## config.mk

```make
export PLATFORM = sky130hd
export DESIGN_NAME = kernel_dispatcher_flat
export DESIGN_NICKNAME = d
export VERILOG_FILES = /design/src/rtl/kernel_dispatcher_if.sv /design/src/rtl/kernel_dispatcher.sv /design/src/flat_wrapper.sv
export SDC_FILE = /design/constraint.sdc
export NUM_CORES = 1
export LEC_CHECK = 0
export BUFFER_PORTS_ARGS = -buffer_cell sky130_fd_sc_hd__buf_2
export CORE_MARGIN = 2
export CORE_UTILIZATION = 45
export DETAILED_ROUTE_END_ITERATION = 7
export PLACE_DENSITY = 0.75
export SYNTH_ARGS = -nofsm -noshare
export SYNTH_HDL_FRONTEND = slang
export SYNTH_SLANG_ARGS = --single-unit
```

## constraint.sdc

```tcl
create_clock -name clk -period 7.8 [get_ports clk]
set_clock_uncertainty 0.15 [all_clocks]
set_input_delay 1.56 -clock clk [delete_from_list [all_inputs] [get_ports clk]]
set_output_delay 1.56 -clock clk [all_outputs]
set_load 0.02 [all_outputs]
```

## src/rtl/kernel_dispatcher_if.sv

```systemverilog
// kernel_dispatcher_if: host enqueue, core dispatch and status bundle for the kernel dispatcher
interface kernel_dispatcher_if #(
  parameter int NUM_SIMD_CORES    = 4,
  parameter int THREAD_COUNT      = 8,
  parameter int LOG2_THREAD_COUNT = 3,
  parameter int QUEUE_DEPTH       = 4,
  parameter int PC_WIDTH          = 32
);
  logic                                   launch_kernel;
  logic                                   enq_valid;
  logic                                   enq_ready;
  logic [LOG2_THREAD_COUNT:0]             enq_num_threads;
  logic [PC_WIDTH-1:0]                    enq_pc;
  logic [NUM_SIMD_CORES-1:0]              core_done;
  logic [NUM_SIMD_CORES-1:0]              dispatch_valid;
  logic [PC_WIDTH*NUM_SIMD_CORES-1:0]     dispatch_pc;
  logic [THREAD_COUNT*NUM_SIMD_CORES-1:0] dispatch_mask;
  logic [NUM_SIMD_CORES-1:0]              core_busy;
  logic [$clog2(QUEUE_DEPTH+1)-1:0]       queue_count;
  logic                                   all_idle;
  logic                                   err_zero_threads;
  modport master (
    output launch_kernel, enq_valid, enq_num_threads, enq_pc, core_done,
    input  enq_ready, dispatch_valid, dispatch_pc, dispatch_mask, core_busy, queue_count, all_idle, err_zero_threads
  );
  modport slave (
    input  launch_kernel, enq_valid, enq_num_threads, enq_pc, core_done,
    output enq_ready, dispatch_valid, dispatch_pc, dispatch_mask, core_busy, queue_count, all_idle, err_zero_threads
  );
endinterface

```

## src/rtl/kernel_dispatcher.sv

```systemverilog
// kernel_dispatcher: descriptor FIFO issuing kernels round-robin to free SIMD cores
module kernel_dispatcher #(
  parameter int NUM_SIMD_CORES    = 4,
  parameter int THREAD_COUNT      = 8,
  parameter int LOG2_THREAD_COUNT = 3,
  parameter int QUEUE_DEPTH       = 4,
  parameter int PC_WIDTH          = 32
) (
  input  logic               clk,
  input  logic               rst,
  kernel_dispatcher_if.slave bus
);
  localparam int CW = $clog2(QUEUE_DEPTH+1);
  localparam int AW = QUEUE_DEPTH > 1 ? $clog2(QUEUE_DEPTH) : 1;
  localparam int SW = NUM_SIMD_CORES > 1 ? $clog2(NUM_SIMD_CORES) : 1;
  localparam int NW = LOG2_THREAD_COUNT + 1;
  logic [PC_WIDTH-1:0] qpc_q [QUEUE_DEPTH];
  logic [PC_WIDTH-1:0] qpc_d [QUEUE_DEPTH];
  logic [NW-1:0] qn_q [QUEUE_DEPTH];
  logic [NW-1:0] qn_d [QUEUE_DEPTH];
  logic [AW-1:0] wr_q, wr_d, rd_q, rd_d;
  logic [CW-1:0] cnt_q, cnt_d;
  logic [SW-1:0] rr_q, rr_d, sel, idx;
  logic [NUM_SIMD_CORES-1:0] busy_q, busy_d, valid_q, valid_d, sel_oh;
  logic [NUM_SIMD_CORES-1:0][PC_WIDTH-1:0] pc_q, pc_d;
  logic [NUM_SIMD_CORES-1:0][THREAD_COUNT-1:0] mask_q, mask_d;
  logic [THREAD_COUNT-1:0] head_mask;
  logic err_q, err_d, found, accept, push, pop;
  // first free core scanning upward from rr_q with wraparound
  always_comb begin
    found = 1'b0;
    sel = '0;
    idx = '0;
    for (int i = 0; i < NUM_SIMD_CORES; i++) begin
      idx = SW'((int'(rr_q) + i) % NUM_SIMD_CORES);
      if (!found && !busy_q[idx]) begin
        found = 1'b1;
        sel = idx;
      end
    end
  end
  always_comb begin
    head_mask = '0;
    for (int i = 0; i < THREAD_COUNT; i++) head_mask[i] = i < int'(qn_q[rd_q]);
  end
  always_comb begin
    accept = bus.enq_valid && bus.enq_ready;
    push = accept && (bus.enq_num_threads != '0);
    pop = bus.launch_kernel && (cnt_q != '0) && found;
    sel_oh = NUM_SIMD_CORES'(1) << sel;
    qpc_d = qpc_q;
    qn_d = qn_q;
    if (push) begin
      qpc_d[wr_q] = bus.enq_pc;
      qn_d[wr_q] = bus.enq_num_threads;
    end
    wr_d = push ? (wr_q == AW'(QUEUE_DEPTH-1) ? '0 : wr_q + 1'b1) : wr_q;
    rd_d = pop ? (rd_q == AW'(QUEUE_DEPTH-1) ? '0 : rd_q + 1'b1) : rd_q;
    cnt_d = cnt_q + CW'(push) - CW'(pop);
    busy_d = (busy_q & ~bus.core_done) | (pop ? sel_oh : '0);
    valid_d = pop ? sel_oh : '0;
    pc_d = pc_q;
    mask_d = mask_q;
    if (pop) begin
      pc_d[sel] = qpc_q[rd_q];
      mask_d[sel] = head_mask;
    end
    rr_d = pop ? (sel == SW'(NUM_SIMD_CORES-1) ? '0 : sel + 1'b1) : rr_q;
    err_d = err_q | (accept && bus.enq_num_threads == '0);
  end
  always_ff @(posedge clk) begin
    if (rst) begin
      qpc_q <= '{default: '0};
      qn_q <= '{default: '0};
      wr_q <= '0;
      rd_q <= '0;
      cnt_q <= '0;
      rr_q <= '0;
      busy_q <= '0;
      valid_q <= '0;
      pc_q <= '0;
      mask_q <= '0;
      err_q <= 1'b0;
    end else begin
      qpc_q <= qpc_d;
      qn_q <= qn_d;
      wr_q <= wr_d;
      rd_q <= rd_d;
      cnt_q <= cnt_d;
      rr_q <= rr_d;
      busy_q <= busy_d;
      valid_q <= valid_d;
      pc_q <= pc_d;
      mask_q <= mask_d;
      err_q <= err_d;
    end
  end
  assign bus.enq_ready = cnt_q < CW'(QUEUE_DEPTH);
  assign bus.queue_count = cnt_q;
  assign bus.all_idle = (cnt_q == '0) && (busy_q == '0);
  assign bus.dispatch_valid = valid_q;
  assign bus.core_busy = busy_q;
  assign bus.dispatch_pc = pc_q;
  assign bus.dispatch_mask = mask_q;
  assign bus.err_zero_threads = err_q;
endmodule

```

## src/flat_wrapper.sv

```systemverilog
// flat-port wrapper written by rule: the top's interface ports become plain ports
module kernel_dispatcher_flat 
#(
  parameter int NUM_SIMD_CORES    = 4,
  parameter int THREAD_COUNT      = 8,
  parameter int LOG2_THREAD_COUNT = 3,
  parameter int QUEUE_DEPTH       = 4,
  parameter int PC_WIDTH          = 32
)
  (clk, rst, bus_launch_kernel, bus_enq_valid, bus_enq_num_threads, bus_enq_pc, bus_core_done, bus_enq_ready, bus_dispatch_valid, bus_dispatch_pc, bus_dispatch_mask, bus_core_busy, bus_queue_count, bus_all_idle, bus_err_zero_threads);
  kernel_dispatcher_if #(.NUM_SIMD_CORES(NUM_SIMD_CORES), .THREAD_COUNT(THREAD_COUNT), .LOG2_THREAD_COUNT(LOG2_THREAD_COUNT), .QUEUE_DEPTH(QUEUE_DEPTH), .PC_WIDTH(PC_WIDTH)) bus_i ();
  input  logic clk;
  input  logic rst;
  input wire logic [$bits(bus_i.launch_kernel)-1:0] bus_launch_kernel;
  input wire logic [$bits(bus_i.enq_valid)-1:0] bus_enq_valid;
  input wire logic [$bits(bus_i.enq_num_threads)-1:0] bus_enq_num_threads;
  input wire logic [$bits(bus_i.enq_pc)-1:0] bus_enq_pc;
  input wire logic [$bits(bus_i.core_done)-1:0] bus_core_done;
  output wire logic [$bits(bus_i.enq_ready)-1:0] bus_enq_ready;
  output wire logic [$bits(bus_i.dispatch_valid)-1:0] bus_dispatch_valid;
  output wire logic [$bits(bus_i.dispatch_pc)-1:0] bus_dispatch_pc;
  output wire logic [$bits(bus_i.dispatch_mask)-1:0] bus_dispatch_mask;
  output wire logic [$bits(bus_i.core_busy)-1:0] bus_core_busy;
  output wire logic [$bits(bus_i.queue_count)-1:0] bus_queue_count;
  output wire logic [$bits(bus_i.all_idle)-1:0] bus_all_idle;
  output wire logic [$bits(bus_i.err_zero_threads)-1:0] bus_err_zero_threads;
  assign bus_i.launch_kernel = bus_launch_kernel;
  assign bus_i.enq_valid = bus_enq_valid;
  assign bus_i.enq_num_threads = bus_enq_num_threads;
  assign bus_i.enq_pc = bus_enq_pc;
  assign bus_i.core_done = bus_core_done;
  assign bus_enq_ready = bus_i.enq_ready;
  assign bus_dispatch_valid = bus_i.dispatch_valid;
  assign bus_dispatch_pc = bus_i.dispatch_pc;
  assign bus_dispatch_mask = bus_i.dispatch_mask;
  assign bus_core_busy = bus_i.core_busy;
  assign bus_queue_count = bus_i.queue_count;
  assign bus_all_idle = bus_i.all_idle;
  assign bus_err_zero_threads = bus_i.err_zero_threads;
  kernel_dispatcher #(.NUM_SIMD_CORES(NUM_SIMD_CORES), .THREAD_COUNT(THREAD_COUNT), .LOG2_THREAD_COUNT(LOG2_THREAD_COUNT), .QUEUE_DEPTH(QUEUE_DEPTH), .PC_WIDTH(PC_WIDTH)) u_core (.clk(clk), .rst(rst), .bus(bus_i));
endmodule
```

# Word level (Yosys, flattened, before mapping)
# Cells that the tools add are included.
[totals]
reg_bits = 322
inputBits = 44
[op_classes]
add_sub_neg = 8
n_lt_le_gt_ge = 18
eq_ne = 3
n_shift = 1
mux = 38
n_bitwise = 6
reduce_logical = 21
[ops]
columns = ["op", "n"]
rows = [
  ["bitwise mux 128 bit", 2],
  ["demux 32 bit (select 2 bit)", 2],
  ["2-to-1 mux 32 bit", 4],
  ["binary-select mux 32 bit (select 2 bit)", 1],
  ["bitwise mux 32 bit", 1],
  ["bitwise mux 16 bit", 1],
  ["demux 8 bit (select 2 bit)", 1],
  ["less-than comparator 3 x 4 -> 1 bit (first input constant)", 4],
  ["2-to-1 mux 4 bit", 4],
  ["less-than comparator 2 x 3 -> 1 bit (second input constant)", 5],
  ["2-to-1 mux 2 bit", 7],
  ["logical AND 1 bit", 11],
  ["adder 2 x 1 -> 2 bit (second input constant)", 4],
  ["binary-select mux 1 bit (select 2 bit)", 4],
  ["binary-select mux 4 bit (select 2 bit)", 1],
  ["demux 4 bit (select 2 bit)", 1],
  ["logical NOT 4 bit", 2],
  ["less-than comparator 1 x 4 -> 1 bit (first input constant)", 2],
  ["less-than comparator 2 x 4 -> 1 bit (first input constant)", 2],
  ["2-to-1 mux 1 bit", 8],
  ["2-to-1 mux 8 bit", 1],
  ["equality test 2 bit (second input constant)", 3],
  ["greater-or-equal comparator 3 bit (second input constant)", 2],
  ["inverter 2 -> 3 bit", 2],
  ["other kinds (15)", 20],
]

# Depth between registers and ports, before layout
# Gate-level depths: netlist of run 1.
[depth]
depth_word = 17
depth_mapped = 12
depth_no_buf = 11

# Worst setup path before layout of run 1
# No wires, ideal clock.
[synth_timing]
kind = "input to register"
startpoint = "in bus_launch_kernel"
endpoint = "reg u_core.cnt_q[2], in the netlist u_core.bus.queue_count[2]"
setup_ns = 0.128
t_arrival_ns = 3.219
required_ns = 7.522
setup_slack_ns = 4.303
stages = 11
cell_sequence = "clkbuf_1 -> nand3_1 -> inv_1 -> ha_1 -> inv_1 -> ha_1 -> inv_1 -> fa_1 -> xnor2_1 -> xnor2_1 -> nor2_1"
[synth_via]
elab_chain_len = 3
[synth_lines]
columns = ["item", "line_no", "source"]
rows = [
  ["from (decl)", "flat_wrapper.sv:14", "input wire logic [$bits(bus_i.launch_kernel)-1:0] bus_launch_kernel;"],
  ["logical AND 1 bit (2 in series)", "kernel_dispatcher.sv:49", "pop = bus.launch_kernel && (cnt_q != '0) && found;"],
  ["net u_core.pop", "kernel_dispatcher.sv:28", "logic err_q, err_d, found, accept, push, pop;"],
  ["subtractor 3 x 1 -> 3 bit", "kernel_dispatcher.sv:59", "cnt_d = cnt_q + CW'(push) - CW'(pop);"],
  ["to (signal assigned)", "kernel_dispatcher.sv:89", "cnt_q <= cnt_d;"],
  ["to (decl)", "kernel_dispatcher.sv:22", "logic [CW-1:0] cnt_q, cnt_d;"],
]
# The timed path passes the listed nets, and every way through them passes these cells.
# A chain may end at the register's enable or synchronous reset.

# Worst setup path after layout of run 1
[layout_timing]
startpoint = "reg u_core.cnt_q[1], in the netlist u_core.bus.queue_count[1]"
endpoint = "out bus_all_idle"
[layout_via]
elab_chain_len = 2
[layout_lines]
columns = ["item", "line_no", "source"]
rows = [
  ["logical NOT 3 bit", "kernel_dispatcher.sv:100", "assign bus.all_idle = (cnt_q == '0) && (busy_q == '0);"],
  ["logical AND 1 bit", "kernel_dispatcher.sv:100", ""],
  ["to (decl)", "flat_wrapper.sv:25", "output wire logic [$bits(bus_i.all_idle)-1:0] bus_all_idle;"],
]
# No other way between the ends.

==> summary.md, run 1 <==
| Metric | Value |
|---|---|
| Status | complete, no violations |
| First-pass GRT wire length | 53000 µm |
| # DRC | 0 |
| CP delay by family, top | simple AND/OR/NAND/NOR gates |
| Core Util, Final | 0.540 |
| Mapped Nets | 1539 |
| Avg WL per Cell | 17.1 µm |
| Layout area overhead | 18.6% |
| Commonest non-fill, non-tap cell in the layout | nand2_1 |
| CTS Buf Count | 31 |
| Max-Cap Viols | 0 |
| Row Count | 60 |
| Seq/Total Area, Yosys | 0.528 |
| Antenna Nets Post-Route | 0 |
| Mapped cell area | 0.0122 mm² |
| Reg2Reg Setup Slack | 4.65 ns |
| Pin count of the biggest net entering global routing | 123 |
| Fin crit period | 3.47 ns |
| Final TNS setup | 0 ns |
| Power per Cell Area | 294 mW/mm² |
| GRT Resource Usage Total | 0.231 |
| CTS clk-pin slew, worst paths | 0.06 ns |
| Crit path cell chain | or3_1 > nor2_1 > buf_2 |
| Worst-Margin Slew | 1.06 ns |
| Leak pwr | 0.00559 µW |
| Initial drt markers | 951 |
| Crit. End Element | output pin |
| Worst-case clock buffer depth | 3 |
| Hold Vio Cnt, Final | 0 |
| Worst EP required | 6.09 ns |
| Worst IR drop on VDD | 0.164 mV |
| Max incr delay on CP | 0.53 ns |
| HPWL Detailed | 21300 µm |
| Yosys cell types | 34 |
| Vias | 10800 |
| H-tree depth | 1 |
| Nets | 1687 |
| Setup bufs post-CTS | 0 |
| Total gr overflow | 0 |
| CP max-delay cell | or3_1 |
| Die width | 169 µm |
| CTS Hold Bufs | 0 |
| Antenna violations before repair | 10 |
| Die area | 0.0285 mm² |
| RSZ-0062 raised after global routing | no |
| Endpoints failing setup | 0 |
| Layout filler cell count | 2423 |
| Hold Crit Class | reg -> reg |
| Final Cycle Share | 0.445 |
| CP bufs+invs | 1 |
| Fmax | 288 MHz |
| Root Driver | clkbuf_16 |
| Core area | 0.0268 mm² |
| Worst EP arrival | 1.76 ns |
| GP Congestion | 0.805 |
| Clock Latency Late Sink | 0.56 ns |
| Synth Warn # | 0 |
| Startpoint types | flip-flop |
| Syn Area/Cell | 8.23 µm² |
| Starting Density | 0.456 |
| Top Ports | 218 |
| Port Buffers | 217 |
| Pwr Total | 4260 µW |
| Die height | 169 µm |
| Register bit total from synthesis | 322 |
| Layout cells sized above 1 | 0.198 |
| Commonest cells after routing, fill and taps aside | nand2_1 (561), dfxtp_1 (320), a21oi_1 (286), buf_2 (216), nor2_1 (65) |
| Post_cts resized | 0 |
| Clock Sinks | 322 |
| Setup CP Type | reg -> out |
| Max FO, Critical Path | 10 |
| Non-filler cells, final | 2001 |
| Vias in the first global route | 9903 |
| Post-Place Cells | 1939 |
| Vias per cell | 5.38 |
| CTS tree | done |
| Fin. max-slew vios | 0 |
| Mapped Cells | 1483 |
| First-pass DRT Iterations | 5 |
| Slew Limit Headroom | 0.293 |
| Wirelength, routed | 34300 µm |
==> final cells by class <==
class	count	area, µm²	area share
Antenna cell	6	15.0	0.00104
Inverter	9	33.8	0.00233
Timing Repair Buffer	229	1190	0.0819
Clock inverter	15	256	0.0177
Multi-Input combinational cell	1038	5270	0.364
Tap cell	341	427	0.0295
Clock buffer	41	843	0.0582
Sequential cell	322	6450	0.445
==> power breakdown <==
| group | internal [µW] | switching [µW] | leakage [µW] |
|---|---|---|---|
| clock network | 988 | 633 | 0.000539 |
| registers | 1750 | 60.6 | 0.00260 |
| logic | 258 | 570 | 0.00244 |
| total | 3000 | 1260 | 0.00559 |
==> metrics by stage <==
step / setup slack, ns / cell area [µm²] / hold slack (ns)
after floorplan: 4.30 / 12200 / 0.283
after global placement: 4.03 / 13400 / 0.288
after detailed placement: 3.92 / 13400 / 0.293
after CTS: 4.32 / 14500 / 0.302
after global routing: 4.24 / 14500 / 0.320
final: 4.33 / 14500 / 0.299
==> synth_stat cells, drive strengths merged <==
cell type	n	area, µm²
dfxtp	322	6450
or2	1	6.26
a2bb2oi	1	8.76
o21a	3	22.5
a211oi	5	37.5
o22ai	1	6.26
o21ai	2	10.0
mux4	36	811
a21o	1	7.51
a31o	1	8.76
nor2b	4	25.0
nor2	65	244
a211o	1	8.76
and2	1	6.26
mux2	1	11.3
nand2b	4	25.0
or4	3	26.3
and3	4	25.0
nand2	561	2110
fa	1	20.0
clkbuf	87	327
or3	4	25.0
nand3	6	50.1
buf	27	141
and4	4	35.0
xnor2	2	17.5
inv	9	33.8
nor3	24	120
a21oi	286	1430
ha	11	138
nand4	5	31.3
==> state kept, by name, summed over array words and instances, names as in the netlist, 3 cells and up <==
name / flops
u_core.bus.core_busy: 4
u_core.bus.dispatch_mask: 32
u_core.bus.dispatch_pc: 128
u_core.bus.dispatch_valid: 4
u_core.bus.queue_count: 3
u_core.qn_q: 16
u_core.qpc_q: 128
==> metal layers <==
layer  share of wire  track usage
met1            0.42        0.296
met2            0.47        0.391
met3           0.079       0.0559
met4           0.023       0.0660
met5          0.0014            0
==> path summary, 6_finish.rpt <==
kind,end,start,cells past startpoint
worst min register to register,u_core.bus.dispatch_pc[61],u_core.bus.dispatch_pc[61],2
worst min-delay path,u_core.bus.dispatch_pc[61],u_core.bus.dispatch_pc[61],2
worst max-delay path,bus_all_idle,u_core.bus.queue_count[1],3
worst max register to register,u_core.bus.dispatch_pc[108],u_core.bus.core_busy[0],9
==> kinds of logic after synthesis <==
| family | count (synthesis) | share of synthesized area |
|---|---|---|
| and+or+nand+nor | 686 | 0.223 |
| DFF | 322 | 0.528 |
| AOI/OAI and AO/OA | 301 | 0.126 |
| buffers and inverters | 123 | 0.0411 |
| muxes | 37 | 0.0673 |
| adders and majority gates | 12 | 0.0129 |
| xor gates and xnor gates | 2 | 0.00143 |
==> worst register-to-register path, cell delays in order, from the launching register on <==
cell     delay, ns
dfxtp_1       0.46
mux2_2        0.20
o22ai_1       0.07
a21oi_1       0.24
and2_1        0.20
ha_1          0.16
nand4_1       0.74
buf_4         0.55
nand2_1       0.12
a21oi_1       0.07
Note: power is estimated with default switching activity, not from simulation.
==> run 2: changes to the inputs <==
--- a/config.mk
+++ b/config.mk
@@ -9,7 +9,7 @@
 export CORE_MARGIN = 2
 export CORE_UTILIZATION = 45
 export DETAILED_ROUTE_END_ITERATION = 7
-export PLACE_DENSITY = 0.75
+export PLACE_DENSITY = 0.77
 export SYNTH_ARGS = -nofsm -noshare
 export SYNTH_HDL_FRONTEND = slang
 export SYNTH_SLANG_ARGS = --single-unit
==> constraint.sdc (replaced) <==
create_clock -name clk -period 3 [get_ports clk]
set_clock_uncertainty 0.15 [all_clocks]
set_input_delay 0.6 -clock clk [delete_from_list [all_inputs] [get_ports clk]]
set_output_delay 0.6 -clock clk [all_outputs]
set_load 0.02 [all_outputs]
==> run 2 against run 1 <==
Effect of this change:
- routed wire length rose by 1.6%
- power rose to 2.8 times the previous value
- highest routed layer unchanged
- largest power group is now the clock network
- first-iteration DRC count rose by 15%
- critical path type is now reg -> reg
- design area rose by 3.4%
- clock power rose to 3.0 times the previous value
- flip-flop and latch count did not move
- count of clock-buffer cells in the layout rose by 2
==> summary.md, run 2 (synthesized netlist as in run 1, its figures left out) <==
| Metric | Value |
|---|---|
| Status | complete, no violations |
| Max FO, Critical Path | 20 |
| Leak pwr | 0.00584 µW |
| CP bufs+invs | 1 |
| Worst path depth | 9 |
| Clock Sinks | 322 |
| RR Endpoint | u_core.bus.dispatch_mask[28] |
| # DRC | 0 |
| Die area | 0.0285 mm² |
| Commonest cells after routing, fill and taps aside | nand2_1 (561), dfxtp_1 (320), a21oi_1 (286), buf_2 (216), nor2_1 (65) |
| Startpoint types | flip-flop |
| Worst Setup SP | u_core.bus.core_busy[2] |
| Max incr delay on CP | 0.54 ns |
| Worst EP arrival | 2.92 ns |
| CP max-delay cell | and4_2 |
| Vias per cell | 5.33 |
| Core area | 0.0268 mm² |
| Pin count of the biggest net entering global routing | 106 |
| H-tree depth | 2 |
| Endpoints failing setup | 0 |
| Layout filler cell count | 2397 |
| CTS tree | done |
| CTS Hold Bufs | 0 |
| Worst IR drop on VDD | 0.364 mV |
| CTS clk-pin slew, worst paths | 0.07 ns |
| Reg area | 0.00645 mm² |
| Hold Crit Class | in -> reg |
| Reg-to-reg startpoint | u_core.bus.core_busy[2] |
| Layout cells sized above 1 | 0.214 |
| First-pass DRT Iterations | 5 |
| Hold path cells | 3 |
| Antenna violations before repair | 9 |
| Row Count | 60 |
| Port Buffers | 217 |
| Final TNS setup | 0 ns |
| Multi-input gate area | 0.00527 mm² |
| Clock Latency Late Sink | 0.51 ns |
| Slew Limit Headroom | 0.532 |
| GP Congestion | 0.822 |
| R2r worst-path depth | 9 |
| Root Driver | clkbuf_16 |
| Hold Vio Cnt, Final | 0 |
| Worst EP required | 3.27 ns |
| Crit. End Element | flip-flop |
| Initial drt markers | 1091 |
| CP endpoint | u_core.bus.dispatch_mask[28] |
| Fin. max-slew vios | 0 |
| Nets | 1711 |
| Reg2Reg Setup Slack | 0.34 ns |
| Final Cycle Share | 0.886 |
| Fin crit period | 2.66 ns |
| Crit path cell chain | a2bb2oi_1 > o22ai_1 > a21oi_1 > and2_1 > ha_1 > and4_2 > buf_4 > nor2_1 > a211oi_1 |
| Worst-case clock buffer depth | 3 |
| Power per Cell Area | 787 mW/mm² |
| Vias | 10800 |
| Setup CP Type | reg -> reg |
| Fmax | 376 MHz |
| GRT Resource Usage Total | 0.237 |
| First-pass GRT wire length | 54000 µm |
| Die width | 169 µm |
| Vias in the first global route | 10200 |
| Commonest non-fill, non-tap cell in the layout | nand2_1 |
| Max-Cap Viols | 0 |
| RSZ-0062 raised after global routing | no |
| Total gr overflow | 0 |
| Top Ports | 218 |
| Die height | 169 µm |
| Antenna Nets Post-Route | 0 |
| Post_cts resized | 0 |
| Layout area overhead | 22.6% |
| CP delay by family, top | simple AND/OR/NAND/NOR gates |
| Avg WL per Cell | 17.2 µm |
| Wirelength, routed | 34800 µm |
| CTS Buf Count | 34 |
| HPWL Detailed | 22400 µm |
| Pwr Total | 11800 µW |
| Worst-Margin Slew | 0.702 ns |
| Starting Density | 0.456 |
| Setup bufs post-CTS | 0 |
run 2: worst min-delay path by stage:
stage                               start                         end  slack, ns
2_1_floorplan              u_core.qn_q[4]              u_core.qn_q[4]       0.28
3_3_place_gp             u_core.qpc_q[74]            u_core.qpc_q[74]       0.29
3_5_place_dp   u_core.bus.dispatch_pc[14]  u_core.bus.dispatch_pc[14]       0.29
4_1_cts                  bus_core_done[1]     u_core.bus.core_busy[1]       0.18
5_1_grt                     bus_enq_pc[1]            u_core.qpc_q[97]       0.20
6_report                 bus_core_done[1]     u_core.bus.core_busy[1]       0.20
run 2: power by group:
part           switching (µW)  total, µW  internal, µW
logic                    1500       2260           763
clock network            1730       4790          3050
registers                 181       4740          4560
run 2: final cells by class:
class	count	share of cell area
Sequential cell	322	0.431
Multi-Input combinational cell	1038	0.352
Timing Repair Buffer	250	0.0990
Clock buffer	43	0.0667
Tap cell	341	0.0285
Clock inverter	18	0.0201
Inverter	9	0.00226
Antenna cell	4	0.000669
run 2: stage by stage:
stage	cell area, µm²	std cells	util	setup slack, ns	hold slack, ns
final	15000	2025	0.559	0.343	0.203
after global placement	13700	1960	0.510	0.435	0.288
after floorplan	12200	1483	-	0.348	0.283
after global routing	15000	2022	0.558	0.183	0.202
after CTS	15000	2021	0.558	0.378	0.183
after detailed placement	13700	1960	0.510	0.376	0.293
run 2: worst reg2reg max path: cells and delay by family, from the launching register on:
family | cells | cell delay [ns]
compound gates | 4 | 0.74
fa+ha+maj | 1 | 0.17
buf+inv | 1 | 0.27
flops | 1 | 0.44
simple gates | 3 | 0.81
run 2: routing by layer:
| layer | GRT usage | wire, µm | vias up |
|---|---|---|---|
| met5 | 0 | 66 | - |
| met4 | 0.0862 | 991 | 10 |
| met3 | 0.0547 | 2530 | 81 |
| met2 | 0.403 | 16600 | 419 |
| met1 | 0.296 | 14600 | 5055 |
| li1 | - | - | 5219 |
